===== src/rtl/noc_input_port_requester_pkg.sv =====
// Shared types and constants for the NoC input-port requester: flit types,
// output-port indices, flit field geometry and the request watchdog limit.
package noc_input_port_requester_pkg;

  localparam int NOC_VC_CHANNEL     = 2;
  localparam int NOC_PORTS          = 5;
  localparam int PORT_LOCAL         = 0;
  localparam int PORT_EAST          = 1;
  localparam int PORT_WEST          = 2;
  localparam int PORT_NORTH         = 3;
  localparam int PORT_SOUTH         = 4;

  // Flit layout from the MSB down: type, dest X, dest Y, payload.
  localparam int FLIT_TYPE_W        = 2;

  localparam int NOC_WATCHDOG_LIMIT = 1024;
  localparam int NOC_WATCHDOG_W     = 16;

  typedef enum logic [1:0] {
    FLIT_HEAD   = 2'b00,
    FLIT_BODY   = 2'b01,
    FLIT_TAIL   = 2'b10,
    FLIT_SINGLE = 2'b11
  } flit_type_e;

  typedef enum logic [1:0] {
    VC_IDLE,
    VC_REQ,
    VC_XFER
  } vc_state_e;

  function automatic logic is_head_type(input flit_type_e t);
    return (t == FLIT_HEAD) || (t == FLIT_SINGLE);
  endfunction

  function automatic logic is_last_type(input flit_type_e t);
    return (t == FLIT_TAIL) || (t == FLIT_SINGLE);
  endfunction

endpackage


===== src/rtl/noc_fifo.sv =====
// Per-VC flit FIFO. DEPTH must be a power of two; FLAG_FF_OUT=1 registers the
// full/empty flags so downstream ready is a clean flop output.
module noc_fifo #(
  parameter int DATA_W      = 64,
  parameter int DEPTH       = 4,
  parameter bit FLAG_FF_OUT = 1'b1
) (
  input  logic              noc_clk,
  input  logic              noc_rst_n,
  input  logic              i_push,
  input  logic [DATA_W-1:0] i_data,
  input  logic              i_pop,
  output logic [DATA_W-1:0] o_data,
  output logic              o_full,
  output logic              o_empty
);

  localparam int AW = $clog2(DEPTH);

  logic [DATA_W-1:0] r_mem [DEPTH];
  logic [AW-1:0]     r_wptr, r_rptr;
  logic [AW:0]       r_cnt, w_cnt_nxt;
  logic              w_push, w_pop;

  assign w_push    = i_push & ~o_full;
  assign w_pop     = i_pop & ~o_empty;
  assign w_cnt_nxt = r_cnt + (AW+1)'(w_push) - (AW+1)'(w_pop);
  assign o_data    = r_mem[r_rptr];

  always_ff @(posedge noc_clk or negedge noc_rst_n) begin
    if (!noc_rst_n) begin
      r_wptr <= '0;
      r_rptr <= '0;
      r_cnt  <= '0;
    end else begin
      if (w_push) r_wptr <= r_wptr + 1'b1;
      if (w_pop)  r_rptr <= r_rptr + 1'b1;
      r_cnt <= w_cnt_nxt;
    end
  end

  always_ff @(posedge noc_clk) begin
    if (w_push) r_mem[r_wptr] <= i_data;
  end

  generate
    if (FLAG_FF_OUT) begin : g_flag_ff
      logic r_full, r_empty;
      always_ff @(posedge noc_clk or negedge noc_rst_n) begin
        if (!noc_rst_n) begin
          r_full  <= 1'b0;
          r_empty <= 1'b1;
        end else begin
          r_full  <= (w_cnt_nxt == (AW+1)'(DEPTH));
          r_empty <= (w_cnt_nxt == '0);
        end
      end
      assign o_full  = r_full;
      assign o_empty = r_empty;
    end else begin : g_flag_comb
      assign o_full  = (r_cnt == (AW+1)'(DEPTH));
      assign o_empty = (r_cnt == '0);
    end
  endgenerate

endmodule


===== src/rtl/noc_input_port_requester_vc.sv =====
// One virtual channel: FIFO, route latch and IDLE/REQ/XFER claim FSM.
// NOC_REQ_WATCHDOG_EN adds a sticky timeout on long REQ waits.
module noc_input_port_requester_vc
  import noc_input_port_requester_pkg::*;
#(
  parameter int DEPTH   = 4,
  parameter int FLIT_W  = 64,
  parameter int XY_W    = 4,
  parameter int LOCAL_X = 0,
  parameter int LOCAL_Y = 0
) (
  input  logic                 noc_clk,
  input  logic                 noc_rst_n,
  input  logic                 i_valid,
  input  logic [FLIT_W-1:0]    i_flit,
  output logic                 o_ready,
  input  logic [NOC_PORTS-1:0] i_grant,
  output logic [NOC_PORTS-1:0] o_sop,
  output logic [NOC_PORTS-1:0] o_req,
  output logic [NOC_PORTS-1:0] o_eop,
  output logic [NOC_PORTS-1:0] o_free,
  output logic                 o_valid,
  output logic [FLIT_W-1:0]    o_flit,
  output logic [NOC_PORTS-1:0] o_port
`ifdef NOC_REQ_WATCHDOG_EN
  ,
  output logic                 o_err_timeout
`endif
);

  localparam int X_MSB = FLIT_W - 1 - FLIT_TYPE_W;
  localparam int Y_MSB = X_MSB - XY_W;

  vc_state_e            r_state;
  logic [NOC_PORTS-1:0] r_port;
  logic [FLIT_W-1:0]    w_head;
  logic                 w_full, w_empty, w_pop;
  logic                 w_granted, w_xfer, w_last;
  logic [NOC_PORTS-1:0] w_route;
  flit_type_e           w_type;

  noc_fifo #(.DATA_W(FLIT_W), .DEPTH(DEPTH), .FLAG_FF_OUT(1'b1)) u_fifo (
    .noc_clk  (noc_clk),
    .noc_rst_n(noc_rst_n),
    .i_push   (i_valid),
    .i_data   (i_flit),
    .i_pop    (w_pop),
    .o_data   (w_head),
    .o_full   (w_full),
    .o_empty  (w_empty)
  );

  noc_xy_route_calc #(.XY_W(XY_W)) u_route (
    .i_dst_x(w_head[X_MSB -: XY_W]),
    .i_dst_y(w_head[Y_MSB -: XY_W]),
    .i_loc_x(XY_W'(LOCAL_X)),
    .i_loc_y(XY_W'(LOCAL_Y)),
    .o_port (w_route)
  );

  assign w_type    = flit_type_e'(w_head[FLIT_W-1 -: FLIT_TYPE_W]);
  assign w_granted = |(i_grant & r_port);
  // A grant in REQ already moves a flit, so the first transfer does not wait for XFER.
  assign w_xfer    = (r_state != VC_IDLE) & w_granted & ~w_empty;
  assign w_last    = w_xfer & is_last_type(w_type);
  assign w_pop     = w_xfer | ((r_state == VC_IDLE) & ~w_empty & ~is_head_type(w_type));

  assign o_ready = ~w_full;
  assign o_sop   = (r_state == VC_REQ) ? r_port : '0;
  assign o_req   = (r_state != VC_IDLE) ? r_port : '0;
  assign o_eop   = w_last ? r_port : '0;
  assign o_free  = w_last ? r_port : '0;
  assign o_valid = w_xfer;
  assign o_flit  = w_xfer ? w_head : '0;
  assign o_port  = w_xfer ? r_port : '0;

  always_ff @(posedge noc_clk or negedge noc_rst_n) begin
    if (!noc_rst_n) begin
      r_state <= VC_IDLE;
      r_port  <= '0;
    end else begin
      case (r_state)
        VC_IDLE: if (!w_empty && is_head_type(w_type)) begin
          r_port  <= w_route;
          r_state <= VC_REQ;
        end
        VC_REQ:  if (w_last) r_state <= VC_IDLE;
                 else if (w_granted) r_state <= VC_XFER;
        VC_XFER: if (w_last) r_state <= VC_IDLE;
        default: r_state <= VC_IDLE;
      endcase
    end
  end

`ifdef NOC_REQ_WATCHDOG_EN
  logic [NOC_WATCHDOG_W-1:0] r_wd_cnt;
  logic                      r_err;

  always_ff @(posedge noc_clk or negedge noc_rst_n) begin
    if (!noc_rst_n) begin
      r_wd_cnt <= '0;
      r_err    <= 1'b0;
    end else if (r_state == VC_REQ) begin
      if (r_wd_cnt != '1) r_wd_cnt <= r_wd_cnt + 1'b1;
      if (r_wd_cnt >= NOC_WATCHDOG_W'(NOC_WATCHDOG_LIMIT - 1)) r_err <= 1'b1;
    end else begin
      r_wd_cnt <= '0;
    end
  end

  assign o_err_timeout = r_err;
`endif

endmodule


===== src/rtl/noc_xy_route_calc.sv =====
// Dimension-ordered XY route: resolve X first, then Y; returns a one-hot port.
module noc_xy_route_calc
  import noc_input_port_requester_pkg::*;
#(
  parameter int XY_W = 4
) (
  input  logic [XY_W-1:0]      i_dst_x,
  input  logic [XY_W-1:0]      i_dst_y,
  input  logic [XY_W-1:0]      i_loc_x,
  input  logic [XY_W-1:0]      i_loc_y,
  output logic [NOC_PORTS-1:0] o_port
);

  always_comb begin
    o_port = '0;
    if (i_dst_x > i_loc_x)      o_port[PORT_EAST]  = 1'b1;
    else if (i_dst_x < i_loc_x) o_port[PORT_WEST]  = 1'b1;
    else if (i_dst_y > i_loc_y) o_port[PORT_NORTH] = 1'b1;
    else if (i_dst_y < i_loc_y) o_port[PORT_SOUTH] = 1'b1;
    else                        o_port[PORT_LOCAL] = 1'b1;
  end

endmodule


===== src/rtl/noc_input_port_requester.sv =====
// Router input port: per-VC buffering, XY routing and port claim/release
// toward the output controllers. NOC_REQ_WATCHDOG_EN adds err_timeout.
module noc_input_port_requester
  import noc_input_port_requester_pkg::*;
#(
  parameter int CHANNELS = NOC_VC_CHANNEL,
  parameter int DEPTH    = 4,
  parameter int FLIT_W   = 64,
  parameter int XY_W     = 4,
  parameter int LOCAL_X  = 0,
  parameter int LOCAL_Y  = 0
) (
  input  logic                                 noc_clk,
  input  logic                                 noc_rst_n,
  input  logic [CHANNELS-1:0]                  in_valid,
  input  logic [CHANNELS-1:0][FLIT_W-1:0]      in_flit,
  output logic [CHANNELS-1:0]                  in_ready,
  output logic [NOC_PORTS-1:0][CHANNELS-1:0]   start_of_packet,
  output logic [NOC_PORTS-1:0][CHANNELS-1:0]   request,
  output logic [NOC_PORTS-1:0][CHANNELS-1:0]   end_of_packet,
  output logic [NOC_PORTS-1:0][CHANNELS-1:0]   free,
  input  logic [NOC_PORTS-1:0][CHANNELS-1:0]   grant,
  output logic [CHANNELS-1:0]                  out_valid,
  output logic [CHANNELS-1:0][FLIT_W-1:0]      out_flit,
  output logic [CHANNELS-1:0][NOC_PORTS-1:0]   out_port
`ifdef NOC_REQ_WATCHDOG_EN
  ,
  output logic [CHANNELS-1:0]                  err_timeout
`endif
);

  logic [CHANNELS-1:0][NOC_PORTS-1:0] w_grant, w_sop, w_req, w_eop, w_free;

  // Controllers index [port][vc]; the VC lanes work on [vc][port].
  always_comb begin
    w_grant         = '0;
    start_of_packet = '0;
    request         = '0;
    end_of_packet   = '0;
    free            = '0;
    for (int c = 0; c < CHANNELS; c++) begin
      for (int p = 0; p < NOC_PORTS; p++) begin
        w_grant[c][p]         = grant[p][c];
        start_of_packet[p][c] = w_sop[c][p];
        request[p][c]         = w_req[c][p];
        end_of_packet[p][c]   = w_eop[c][p];
        free[p][c]            = w_free[c][p];
      end
    end
  end

  generate
    for (genvar c = 0; c < CHANNELS; c++) begin : g_vc
      noc_input_port_requester_vc #(
        .DEPTH  (DEPTH),
        .FLIT_W (FLIT_W),
        .XY_W   (XY_W),
        .LOCAL_X(LOCAL_X),
        .LOCAL_Y(LOCAL_Y)
      ) u_vc (
        .noc_clk      (noc_clk),
        .noc_rst_n    (noc_rst_n),
        .i_valid      (in_valid[c]),
        .i_flit       (in_flit[c]),
        .o_ready      (in_ready[c]),
        .i_grant      (w_grant[c]),
        .o_sop        (w_sop[c]),
        .o_req        (w_req[c]),
        .o_eop        (w_eop[c]),
        .o_free       (w_free[c]),
        .o_valid      (out_valid[c]),
        .o_flit       (out_flit[c]),
        .o_port       (out_port[c])
`ifdef NOC_REQ_WATCHDOG_EN
        ,
        .o_err_timeout(err_timeout[c])
`endif
      );
    end
  endgenerate

endmodule


===== config.mk =====
export PLATFORM = sky130hd
export DESIGN_NAME = noc_input_port_requester
export DESIGN_NICKNAME = d
export VERILOG_FILES = /design/src/rtl/noc_input_port_requester_pkg.sv /design/src/rtl/noc_fifo.sv /design/src/rtl/noc_input_port_requester_vc.sv /design/src/rtl/noc_xy_route_calc.sv /design/src/rtl/noc_input_port_requester.sv
export SDC_FILE = /design/constraint.sdc
export NUM_CORES = 1
export LEC_CHECK = 0
export BUFFER_PORTS_ARGS = -buffer_cell sky130_fd_sc_hd__buf_2
export CAP_MARGIN = 20
export CORE_UTILIZATION = 55
export CTS_CLUSTER_DIAMETER = 100
export DETAILED_ROUTE_END_ITERATION = 8
export PLACE_DENSITY = 0.79
export SYNTH_ARGS = -nofsm -noshare
export SYNTH_HDL_FRONTEND = slang
export SYNTH_SLANG_ARGS = --single-unit

===== constraint.sdc =====
create_clock -name noc_clk -period 5 [get_ports noc_clk]
set_input_delay 0.25 -clock noc_clk [delete_from_list [all_inputs] [get_ports noc_clk]]
set_output_delay 0.25 -clock noc_clk [all_outputs]
set_load 0.01 [all_outputs]

* Word level (Yosys, flattened, before mapping)
Memory sizes are Yosys's and may differ from the RTL's. Index checks and enable logic that the tools add are counted. W data, S select, Z words.
Cells by class: equality and inequality tests 16, reduce and logical (&&, ||, !) cells 22, magnitude comparators 8, add/sub/neg operators 8, bitwise gates (word level) 24, muxes and demuxes 46
Operator list (count):
- $mux W64 | 2
- $mux W5 | 8
- $mux W1 | 22
- $mux W2 | 10
- $gt A4 B1 Y1 const B | 4
- $lt A4 B1 Y1 const B | 4
- $and A1 B1 Y1 | 14
- $eq A2 B2 Y1 const B | 6
- $pmux W2 S3 | 2
- $and A5 B5 Y5 | 2
- $reduce_or A5 Y1 | 2
- $add A2 B1 Y2 const B | 4
- $logic_not A2 Y1 | 4
- $add A3 B1 Y3 | 2
- $eq A3 B3 Y1 const B | 2
- $logic_not A3 Y1 | 2
- $mux W3 | 2
- $ne A3 B1 Y1 const B | 2
- $not A1 Y1 | 6
- $reduce_and A3 Y1 | 2
- $sub A3 B1 Y3 | 2
- $eq A2 B1 Y1 const B | 2
- $logic_or A1 B1 Y1 | 4
- $ne A2 B1 Y1 const B | 2
- other kinds (6) | 12
Word-level totals: bits in registers 32, memories 2, input port bits 142, output and inout bits 182, word-level logic and storage cells 140, RAM bits 512
Memories:
- g_vc[0].u_vc.u_fifo.r_mem | depth 4, width 64, rd ports 1, clocked after memory_dff 0, wr ports 1, RTL line noc_fifo.sv:20 | logic [DATA_W-1:0] r_mem [DEPTH];
- g_vc[1].u_vc.u_fifo.r_mem | depth 4, width 64, rd ports 1, clocked after memory_dff 0, wr ports 1, RTL line noc_fifo.sv:20

* Depth between registers and ports, before layout
An unclocked memory read counts as a cell.
depth in word-level cells 9, gate-level depth with buffers 15, depth with buffers taken out 13

* Cells and area by module
A second synthesis with hierarchy kept.
Second synthesis, totals: cells, all modules 1068, area total of the unflattened synthesis 21921.0 µm²
By module, submodules not included:
- noc_fifo | cells an instance 370, area each 9696.8 µm², instances 2, seq. area each 7913.8 µm²
- noc_input_port_requester_vc | cells an instance 131, area each 1009.7 µm², instances 2, seq. area each 175.2 µm²
- noc_xy_route_calc | cells an instance 33, area each 254.0 µm², instances 2, seq. area each 0.0 µm²

* Worst setup path after synthesis
Ideal clock, no wire load.
path type reg2reg, start register g_vc[1].u_vc.u_fifo.r_rptr[0], end register g_vc[1].u_vc.u_fifo.g_flag_ff.r_full, path buffers 2, data required time 4.912 ns, setup time 0.088 ns, clock period less this slack 3.500 ns, slack 1.500 ns, cell stages (with the launch flop) 15, data arrival time 3.412 ns, cell sequence dfrtp_1 buf_6 buf_4 mux4_2 ha_1 nor3b_1 a211oi_1 ha_1 inv_1 ha_1 inv_1 fa_1 xnor2_1 xnor2_1 nor3b_1
On the way: cells in the longest elaborated chain, start to end 9, elaborated cells between the ends (all ways) 10, classes of those cells 1 x add/sub; 2 x eq/ne; 4 x bitwise; 2 x reduce/logical; 1 x memory
Ends and longest elaborated chain:
- start, declared | RTL line noc_fifo.sv:21 | logic [AW-1:0] r_wptr, r_rptr;
- start signal, assigned | RTL line noc_fifo.sv:37 | if (w_pop) r_rptr <= r_rptr + 1'b1;
- $mem_v2 Z4 W64 *
- $eq A2 B2 Y1 or $logic_not A2 Y1 (tied branches) | RTL line noc_input_port_requester_pkg.sv:33 | return (t == FLIT_HEAD) || (t == FLIT_SINGLE);
- $logic_or A1 B1 Y1 * | RTL line noc_input_port_requester_pkg.sv:33
- $not A1 Y1 * | RTL line noc_input_port_requester_vc.sv:66 | assign w_pop = w_xfer | ((r_state == VC_IDLE) & ~w_empty & ~is_head_type(w_type));
- $and A1 B1 Y1 * | RTL line noc_input_port_requester_vc.sv:66
- $or A1 B1 Y1 * | RTL line noc_input_port_requester_vc.sv:66
- $and A1 B1 Y1 * | RTL line noc_fifo.sv:26 | assign w_pop = i_pop & ~o_empty;
- via g_vc[1].u_vc.u_fifo.w_pop | RTL line noc_fifo.sv:23 | logic w_push, w_pop;
- $sub A3 B1 Y3 * | RTL line noc_fifo.sv:27 | assign w_cnt_nxt = r_cnt + (AW+1)'(w_push) - (AW+1)'(w_pop);
- via g_vc[1].u_vc.u_fifo.w_cnt_nxt[2] | RTL line noc_fifo.sv:22 | logic [AW:0] r_cnt, w_cnt_nxt;
- $eq A3 B3 Y1 * | RTL line noc_fifo.sv:54 | r_full <= (w_cnt_nxt == (AW+1)'(DEPTH));
- end signal, assigned | RTL line noc_fifo.sv:54
- end, declared | RTL line noc_fifo.sv:48 | logic r_full, r_empty;
The timed path passes the listed nets; every way through them passes the cells marked *. A chain may end at the register's enable or synchronous reset.

* Worst setup path in the final report
Same ends and word-level chain as after synthesis.

==> impl_metrics.xml <==
<?xml version="1.0" encoding="UTF-8"?>
<metrics>
  <group name="timing">
    <metric name="worst_clock_skew" unit="ps">18.2</metric>
    <metric name="fin_crit_sh" unit="">0.744</metric>
    <metric name="finalWorstSetupSlack" unit="ps">1280</metric>
    <metric name="setup_viol" unit="">0</metric>
    <metric name="maxClockFrequency" unit="GHz">0.269</metric>
    <metric name="grt_setup_unrepaired" unit="">no</metric>
    <metric name="final_max_slew_viol_count" unit="">0</metric>
    <metric name="final.min_clock_period" unit="ps">3720</metric>
    <metric name="hold_violations" unit="">0</metric>
    <metric name="slew-limit-headroom" unit="">0.320</metric>
    <metric name="final.setup.tns" unit="ps">0</metric>
    <metric name="transition_time_at_the_pin_with_the_least_slew_margin" unit="ps">1020</metric>
  </group>
  <group name="synth">
    <metric name="yosys.cell_types.count" unit="">39</metric>
    <metric name="synth.yosys.seq_area_share" unit="">0.759</metric>
    <metric name="avgSynthCellArea" unit="um2">21.0</metric>
    <metric name="post_synth_instance_area" unit="um2">21200</metric>
    <metric name="synth_cells" unit="">1008</metric>
    <metric name="synth.ff_latch_count" unit="">540</metric>
    <metric name="synth_async_sr_flop_share" unit="">0.0519</metric>
    <metric name="synth-edff-count" unit="">512</metric>
    <metric name="synthesis.yosys.warnings" unit="">0</metric>
    <metric name="dominantRegCellSynth" unit="">edfxtp_1</metric>
  </group>
  <group name="clock_tree">
    <metric name="path_clk_slew" unit="ps">60</metric>
    <metric name="clk_root_buffer_cell" unit="">clkbuf_16</metric>
    <metric name="cts_max_level" unit="">2</metric>
    <metric name="ctsLongestPathBuffers" unit="">3</metric>
    <metric name="tritoncts" unit="">built</metric>
    <metric name="cts_inserted_buffers" unit="">52</metric>
    <metric name="post_cts_resize_count" unit="">0</metric>
    <metric name="postCtsSetupRepairBufs" unit="">0</metric>
    <metric name="clkSinkCount" unit="">540</metric>
    <metric name="clock_insertion_delay_worst_skew" unit="ps">590</metric>
  </group>
  <group name="floorplanning">
    <metric name="die_w" unit="um">198</metric>
    <metric name="row_count" unit="">71</metric>
    <metric name="placeableCoreArea" unit="um2">37800</metric>
    <metric name="dieArea" unit="um2">39300</metric>
    <metric name="chip_height" unit="um">198</metric>
    <metric name="io_pins" unit="">324</metric>
    <metric name="initial_utilization" unit="">0.561</metric>
  </group>
  <group name="worst_setup_path">
    <metric name="reg2reg_to" unit="">g_vc[1].u_vc.u_fifo.o_full$_DFF_PN0_</metric>
    <metric name="crit_path_start" unit="">g_vc[1].u_vc.u_fifo.r_rptr[0]$_DFFE_PN0P_</metric>
    <metric name="cp_common_cell" unit="">ha_1</metric>
    <metric name="cp_data_required_time" unit="ps">5510</metric>
    <metric name="crit-reg2reg-launch" unit="">g_vc[1].u_vc.u_fifo.r_rptr[0]$_DFFE_PN0P_</metric>
    <metric name="path_max_fanout" unit="">15</metric>
    <metric name="worst_setup_path_endpoint" unit="">g_vc[1].u_vc.u_fifo.o_full$_DFF_PN0_</metric>
    <metric name="r2r_setup_slack" unit="ps">1280</metric>
    <metric name="worst_ep_arrival_time" unit="ps">4230</metric>
    <metric name="crit_path_max_incr_delay" unit="ps">620</metric>
    <metric name="r2r.worst_path.cells" unit="">12</metric>
    <metric name="critPathCaptureType" unit="">register</metric>
    <metric name="worstPathCellList" unit="">mux4_2, ha_1, nor3b_1, a211oi_1, ha_1, inv_1, ha_1, inv_1, fa_1, xnor2_1, xnor2_1, nor3b_1</metric>
    <metric name="worst_path_max_delay_cell" unit="">dfrtp_4</metric>
    <metric name="setup.worst_path.class" unit="">register to register</metric>
    <metric name="worstSetupStartpointType" unit="">register</metric>
  </group>
  <group name="routing">
    <metric name="vias" unit="">11000</metric>
    <metric name="final_antenna_net_count" unit="">0</metric>
    <metric name="drtPass1Iterations" unit="">5</metric>
    <metric name="vias_per_cell" unit="">5.48</metric>
    <metric name="iteration_0_drc_markers" unit="">650</metric>
    <metric name="drcViolationCount" unit="">0</metric>
    <metric name="totalWireLength" unit="mm">44.5</metric>
    <metric name="wl_per_cell" unit="um">22.2</metric>
  </group>
  <group name="placement">
    <metric name="place_inst" unit="">1777</metric>
    <metric name="io_buffer_count" unit="">299</metric>
    <metric name="gp_congestion" unit="">0.755</metric>
    <metric name="place_ws" unit="ps">1280</metric>
    <metric name="place_hpwl" unit="mm">25.2</metric>
  </group>
  <group name="finish">
    <metric name="final-seq-area" unit="um2">16100</metric>
    <metric name="nFillCells" unit="">2338</metric>
    <metric name="drive_above_1_share" unit="">0.360</metric>
    <metric name="layout-area-overhead-vs-synth" unit="%">22.5</metric>
    <metric name="final_nets" unit="">1609</metric>
    <metric name="area_used_by_multi_input_combinational_logic" unit="um2">4700</metric>
    <metric name="post_layout_nonfiller_instances" unit="">2002</metric>
  </group>
  <group name="min_path">
    <metric name="worstHoldStart" unit="">grant[3]</metric>
    <metric name="timing.hold.worst.class" unit="">primary input to register</metric>
  </group>
  <group name="run">
    <metric name="maxCapViolations" unit="">0</metric>
  </group>
  <group name="global_route">
    <metric name="grt_pass1_wl" unit="mm">66.5</metric>
    <metric name="grt-ovfl-total" unit="">0</metric>
    <metric name="grt_util_all_layers" unit="">0.230</metric>
    <metric name="first_global_vias" unit="">11500</metric>
    <metric name="antenna_found_initial" unit="">4</metric>
    <metric name="pin_count_of_the_biggest_net_entering_global_routing" unit="">72</metric>
  </group>
  <group name="power">
    <metric name="power-per-cell-area" unit="nW/um2">417</metric>
    <metric name="power.static_leakage" unit="nW">9.59</metric>
    <metric name="irDropWorstVdd" unit="mV">0.320</metric>
  </group>
  <group name="status">
    <metric name="outcome" unit="">complete, no violations</metric>
  </group>
</metrics>
[state kept, by name (all words and copies together), names as in the netlist]
name                      flops
g_vc.u_vc.u_fifo.r_wptr       4
g_vc.u_vc.u_fifo.o_full       2
g_vc.u_vc.u_fifo.r_cnt        6
g_vc.u_vc.r_state             4
g_vc.u_vc.u_fifo.r_rptr       4
g_vc.u_vc.u_fifo.o_empty      2
g_vc.u_vc.r_port              6
g_vc.u_vc.u_fifo.r_mem      512
[metrics by stage]
step           power, mW  area [um2]  hold slack, ps   util
6_report            10.8       26000            92.1  0.688
5_1_grt             11.2       26000             106  0.688
4_1_cts             10.9       26000            42.5  0.687
3_5_place_dp        7.21       23100             328  0.612
3_3_place_gp        7.12       23100             324  0.612
2_1_floorplan       6.78       21300           -45.6      -
[cell usage in the layout (no fill, tap or decap), types with 6 or more instances in the layout]
cell type | netlist | layout
and3_1 | 6 | 6
buf_4 | 34 | 15
edfxtp_1 | 512 | 512
clkinv_1 | 0 | 13
inv_1 | 19 | 19
dlygate4sd3_1 | 0 | 129
clkbuf_1 | 25 | 10
clkinv_2 | 0 | 11
mux4_2 | 126 | 126
conb_1 | 1 | 20
ha_1 | 16 | 16
buf_2 | 12 | 299
and2_1 | 154 | 146
xnor2_1 | 8 | 8
clkbuf_16 | 0 | 53
dfrtp_1 | 26 | 22
nand2_1 | 8 | 8
[power by group]
| part | leakage, nW | internal (mW) | switching [mW] |
|---|---|---|---|
| clock network | 0.766 | 2.03 | 1.59 |
| registers | 5.02 | 5.87 | 0.197 |
| logic | 3.80 | 0.400 | 0.729 |
| total | 9.59 | 8.30 | 2.51 |
[kinds of logic (layout without fill, tap and decap cells)]
logic type | count (synthesis) | count (layout) | share of synthesized area
DFF | 540 | 540 | 0.759
and+or+nand+nor | 199 | 199 | 0.0585
muxes | 130 | 130 | 0.137
buffers and inverters | 94 | 554 | 0.0241
adders and majority gates | 18 | 18 | 0.0113
AOI/OAI and AO/OA | 16 | 16 | 0.00573
xor gates and xnor gates | 10 | 10 | 0.00413
other | 1 | 24 | 0.000177
[synth_stat cells (all sizes together) (4+ instances only)]
master  number  share of area
nor3         5         0.0012
nor2b        4         0.0012
clkbuf      25         0.0044
ha          16         0.0094
and3         6         0.0018
xnor2        8         0.0033
nand2        8         0.0014
or2          4         0.0012
o21ai        4        0.00094
and2       154          0.045
inv         19         0.0034
edfxtp     512           0.73
mux4       128           0.14
dfrtp       26          0.031
nor2         4        0.00071
buf         50          0.016
nor3b        5         0.0018
[worst min path at each step]
stage | to | slack (ps) | cells past startpoint
6_report | g_vc[1].u_vc.r_state[0]$_DFFE_PN0P_ | 90 | 4
5_1_grt | g_vc[1].u_vc.r_state[0]$_DFFE_PN0P_ | 110 | 4
4_1_cts | g_vc[1].u_vc.r_state[0]$_DFFE_PN0P_ | 40 | 4
3_5_place_dp | g_vc[0].u_vc.u_fifo.r_wptr[0]$_DFFE_PN0P_ | 330 | 1
3_3_place_gp | g_vc[0].u_vc.r_port[0]$_DFFE_PN0P_ | 320 | 1
2_1_floorplan | g_vc[0].u_vc.r_port[0]$_DFFE_PN0P_ | -50 | 0
[worst max-delay path: cells and delay by family, from the launching register on]
family	cells	cell delay [ps]
buf+inv	2	110
flops	1	620
xor+xnor	2	390
fa+ha+maj	4	1190
mux	1	590
simple gates	2	370
compound gates	1	370
[timing repair]
item | in CTS | in global routing
hold endpoints to repair | 538 | 0
hold buffers | 129 | 0
setup endpoints to repair | 0 | 0
[layer usage]
| layer | vias to the layer above | global-route usage | part of all wire |
|---|---|---|---|
| met3 | 98 | 0.0513 | 0.057 |
| met2 | 396 | 0.383 | 0.51 |
| met4 | 0 | 0.0996 | 0.037 |
| met5 | - | 0 | 0 |
| met1 | 5641 | 0.294 | 0.39 |
| li1 | 4844 | - | - |
[final cells by class]
type	instances	area share
diodes	4	0.000386
clock buffers	63	0.0525
clock inverters	29	0.00728
inverters	19	0.00275
multi-input cells	393	0.181
flip-flops and latches	540	0.620
well taps	511	0.0246
repair buffers	443	0.112
(Power assumes the default switching activity.)
